--- config.mk ---
export PLATFORM = sky130hd
export DESIGN_NAME = reg_file_seq
export DESIGN_NICKNAME = d
export VERILOG_FILES = /design/src/rtl/reg_file_seq.sv
export SDC_FILE = /design/constraint.sdc
export NUM_CORES = 1
export LEC_CHECK = 0
export CORE_MARGIN = 5
export CORE_UTILIZATION = 50
export DETAILED_ROUTE_END_ITERATION = 6
export GPL_ROUTABILITY_DRIVEN = 1
export GPL_TIMING_DRIVEN = 0
export PLACE_DENSITY = 0.78
export SETUP_SLACK_MARGIN = 0.15
export SLEW_MARGIN = 25
export SYNTH_ARGS = -nofsm -noshare
export SYNTH_HDL_FRONTEND = slang
export SYNTH_SLANG_ARGS = --single-unit
--- constraint.sdc ---
create_clock -name clk -period 2.4 [get_ports clk]
set_input_delay 0.6 -clock clk [delete_from_list [all_inputs] [get_ports clk]]
set_output_delay 0.6 -clock clk [all_outputs]
set_load 0.1 [all_outputs]
--- src/rtl/reg_file_seq.sv ---
// Burst sequencer in front of reg_file: fills addresses 0..reg_number-1 from the input
// stream, then sweeps reads back out through a small FIFO so the drain runs at one word/cycle.
module reg_file_seq #(
    parameter  int data_width = 16,
    parameter  int reg_number = 8,
    localparam int AW         = $clog2(reg_number)
) (
    input  logic                  clk,
    input  logic                  rst_n,
    input  logic                  in_valid,
    input  logic [data_width-1:0] in_data,
    output logic                  in_ready,
    output logic                  out_valid,
    output logic [data_width-1:0] out_data,
    input  logic                  out_ready,
    output logic                  done,
    output logic                  rf_en_w,
    output logic [AW-1:0]         rf_reg_select_w,
    output logic [data_width-1:0] rf_data_in,
    output logic                  rf_en_r,
    output logic [AW-1:0]         rf_reg_select_r,
    input  logic [data_width-1:0] rf_data_out
);

    localparam int FD = 4;

    typedef enum logic {FILL, DRAIN} state_t;

    state_t                         state;
    logic [AW-1:0]                  wr_cnt;
    logic [AW:0]                    rd_cnt;
    logic [AW-1:0]                  out_cnt;
    logic                           inflight;
    logic [FD-1:0][data_width-1:0]  fifo_mem;
    logic [1:0]                     fifo_wp;
    logic [1:0]                     fifo_rp;
    logic [2:0]                     fifo_count;

    logic wr_fire, rd_fire, push, pop, last_out;

    assign in_ready        = (state == FILL);
    assign wr_fire         = in_valid && in_ready;
    assign rf_en_w         = wr_fire;
    assign rf_reg_select_w = wr_cnt;
    assign rf_data_in      = in_data;

    // Count the read in flight as occupied so the FIFO can never overflow.
    assign rd_fire = (state == DRAIN) && (rd_cnt < (AW+1)'(reg_number)) &&
                     (({2'b00, inflight} + fifo_count) < 3'd4);
    assign rf_en_r         = rd_fire;
    assign rf_reg_select_r = rd_cnt[AW-1:0];

    assign push      = inflight;
    assign out_valid = (fifo_count != 3'd0);
    assign out_data  = fifo_mem[fifo_rp];
    assign pop       = out_valid && out_ready;
    assign last_out  = pop && (out_cnt == AW'(reg_number - 1));
    assign done      = last_out;

    always_ff @(posedge clk or negedge rst_n) begin
        if (!rst_n) begin
            state      <= FILL;
            wr_cnt     <= '0;
            rd_cnt     <= '0;
            out_cnt    <= '0;
            inflight   <= 1'b0;
            fifo_mem   <= '0;
            fifo_wp    <= '0;
            fifo_rp    <= '0;
            fifo_count <= '0;
        end else begin
            inflight <= rd_fire;
            if (rd_fire)
                rd_cnt <= rd_cnt + 1'b1;
            if (push) begin
                fifo_mem[fifo_wp] <= rf_data_out;
                fifo_wp           <= fifo_wp + 1'b1;
            end
            if (pop) begin
                fifo_rp <= fifo_rp + 1'b1;
                out_cnt <= out_cnt + 1'b1;
            end
            case ({push, pop})
                2'b10:   fifo_count <= fifo_count + 1'b1;
                2'b01:   fifo_count <= fifo_count - 1'b1;
                default: fifo_count <= fifo_count;
            endcase

            case (state)
                FILL: begin
                    if (wr_fire) begin
                        wr_cnt <= wr_cnt + 1'b1;
                        if (wr_cnt == AW'(reg_number - 1)) begin
                            state  <= DRAIN;
                            wr_cnt <= '0;
                        end
                    end
                end
                DRAIN: begin
                    if (last_out) begin
                        state   <= FILL;
                        rd_cnt  <= '0;
                        out_cnt <= '0;
                    end
                end
                default: state <= FILL;
            endcase
        end
    end

endmodule

==> flow_summary.toml <==
[die]
io_pins = 79
start_util_pct = 50.88
dieArea_um2 = 9691
design.core.area_um2 = 7687
rows = 32
fp.dieW_um = 98.45
die_h_um = 98.45

[synthesis]
synth_edf_count = 0
synthesis.nets = 312
synth_seq_area_share_pct = 53.10
yosysUniqueCellTypes = 30
async_flop_share_pct = 100.0
syn_area_per_cell_um2 = 14.76
ys.flop_type = "dfrtp_1"
synth_top_area_cell = "dfrtp_1"
ys_ff_latch = 83
yosys_warnings = 0
synthTopCellsByCount = "83 x dfrtp_1, 67 x mux2_2, 20 x buf_4"
synth_cells = 265
synthTopCellsByArea = "dfrtp_1 53%, mux2_2 19%, mux4_2 9.2%, buf_4 3.8%, ha_1 3.2%"
syn-cell-area_um2 = 3911
yosysMostFrequentCell = "dfrtp_1"
synth_top_area_share_pct = 53.10

[placement]
place.port_buffers = 62
dp_cells = 430
gp_congestion = 0.6860
dpl.hpwl_um = 5211

[hold_path]
hold_path_class = "in -> async"

[grt]
antenna_found_initial = 0
grt_pass1_vias = 2577
grt_pass1_wl_um = 13180
grt_max_degree = 54
grtUsageTotal_pct = 17.18
grt-ovfl-total = 0

[sta]
fmax_ghz = 0.4189
report.final.slew_viol_count = 0
timing.final.crit_share_pct = 99.47
hold_viol = 0
rsz0062_at_grt = "yes"
period_needed_ps = 2387
fin_worst_skew_ps = 10.02
worst_pin_slew_ps = 975.5
slew_headroom_pct = 35.23
setup-violations-final = 0

[finish]
antenna_cells = 0
drive_gt1_share_pct = 49.72
stdcell_count = 462
nNetsFinal = 402
areaGrowthSynthToFinish_pct = 34.96

[routing]
via_count = 2409
firstDrtPassIters = 4
drt_iter0_drc = 111
drc_errors = 0
routed_via_density = 5.214
avgRoutedWirePerCell_um = 17.30
ant_nets = 0
drt_wl_total_um = 7991

[critical_path]
start_kind = "flip-flop"
crit_type = "reg -> out"
r2r_slack_ps = 470
reg2reg_depth = 9
r2r_start = "fifo_count[1]$_DFFE_PN0P_"
max_stage_delay_ps = 530
rr_endpoint = "fifo_count[2]$_DFFE_PN0P_"
worst_setup_path_end_kind = "primary output"
cpMostUsedCell = "buf_6"
cp.arrival_ps = 1790
cp_slowest_cell = "mux4_2"
crit_path_cell_trace = "buf_8, buf_6, buf_6, mux4_2, buf_12"
crit_path_max_fanout = 5
crit_required_ps = 1800

[clocking]
cts_buffers = 9
htree_levels = 3
clkSinkCount = 83
postCtsHoldBufs = 0
cts_buffer_depth = 2
cts_root_buffer = "clkbuf_8"
clock_latency_ps = 350
clk_pin_slew_ps = 80
cts_tree = "yes"

[run_status]
status = "finished clean"

[flow_run]
maxCapViolCount = 0
==> placed cells by master (no fill, tap or decap), types with 2 or more instances in the layout <==
| cell | Yosys | routed |
|---|---|---|
| buf_16 | 0 | 2 |
| clkdlybuf4s15_2 | 0 | 4 |
| nand2_1 | 10 | 10 |
| ha_1 | 10 | 10 |
| mux2_2 | 67 | 67 |
| dlygate4sd2_1 | 0 | 19 |
| clkdlybuf4s50_1 | 0 | 17 |
| dfrtp_1 | 83 | 80 |
| inv_1 | 10 | 9 |
| buf_6 | 0 | 5 |
| xnor2_1 | 4 | 4 |
| buf_2 | 7 | 5 |
| o21ai_0 | 5 | 5 |
| buf_8 | 0 | 2 |
| dfrtp_2 | 0 | 3 |
| buf_4 | 20 | 32 |
| nor2_1 | 5 | 5 |
| a21oi_1 | 3 | 3 |
| mux4_2 | 16 | 16 |
| buf_12 | 0 | 18 |
| xor2_1 | 3 | 3 |
| bufinv_16 | 0 | 2 |
| clkbuf_8 | 0 | 10 |
| o21bai_1 | 2 | 2 |
| mux2i_1 | 5 | 5 |
==> worst max path at each step <==
stage | startpoint | endpoint | slack, ps
floorplan | out_ready | done | 210
global placement | rst_n | rd_cnt[1]$_DFF_PN0_ | -2200
detailed placement | out_ready | done | -900
CTS | fifo_rp[0]$_DFFE_PN0N_ | out_data[5] | -60
global route | fifo_rp[0]$_DFFE_PN0N_ | out_data[0] | -50
finish | fifo_rp[0]$_DFFE_PN0N_ | out_data[0] | 10
==> routing by layer <==
| layer | share of wire [%] | vias up | wire (um) | global-route usage [%] |
|---|---|---|---|---|
| li1 | - | 1107 | - | - |
| met2 | 52 | 61 | 4190 | 27.72 |
| met4 | 0.98 | 0 | 78 | 4.937 |
| met5 | 0 | - | 0 | 0 |
| met1 | 42 | 1231 | 3336 | 23.08 |
| met3 | 4.8 | 10 | 386 | 4.600 |
==> metrics by stage <==
step           utilization, %  setup WS [ps]  cell area, um^2  hold WS (ps)  TNS [ps]
5_1_grt                 68.67         -53.15             5279         199.2    -159.2
4_1_cts                 66.81         -60.44             5136         194.8    -166.8
3_3_place_gp            60.64          -2204             4662         481.5   -193240
3_5_place_dp            60.97         -902.7             4687         488.2    -10910
6_report                68.67          12.64             5279         189.9         0
2_1_floorplan               -          208.4             3914         304.4         0
==> layout make-up <==
cell class | instances | area (um^2)
Multi-Input combinational cell | 144 | 1635
Inverter | 10 | 37.54
Clock buffer | 11 | 141.4
Sequential cell | 83 | 2081
Timing Repair Buffer | 79 | 949.7
Buffer | 28 | 221.5
Clock inverter | 5 | 85.08
Fill cell | 546 | 2409
Tap cell | 102 | 127.6
==> repair_timing <==
action / CTS / global route
gates cloned: 1 / 0
buffers inserted: 7 / 8
gates resized for setup: 206 / 24
pin swaps: 0 / 2
endpoints found under the setup margin: 43 / 20
==> worst max-delay path: cells and delay by family (launching register included) <==
| family | cells | cell delay (ps) |
|---|---|---|
| mux | 1 | 530 |
| flops | 1 | 370 |
| buf+inv | 4 | 530 |
==> state kept, by name (all words and copies together), names as in the netlist <==
register	cells
state	1
fifo_wp	2
fifo_mem	64
inflight	1
fifo_rp	2
rd_cnt	4
rf_reg_select_w	3
out_cnt	3
fifo_count	3
==> cell families after synthesis <==
kind of cell	count (synthesis)	synth area share, %
compound gates	13	2.239
xor+xnor	7	1.568
fa+ha+maj	11	3.711
buf+inv	38	5.790
flops	83	53.10
mux	89	30.36
simple gates	24	3.231
Power is not shown: default switching activity piles up to over one toggle a cycle in this logic, so the estimate is an artifact.
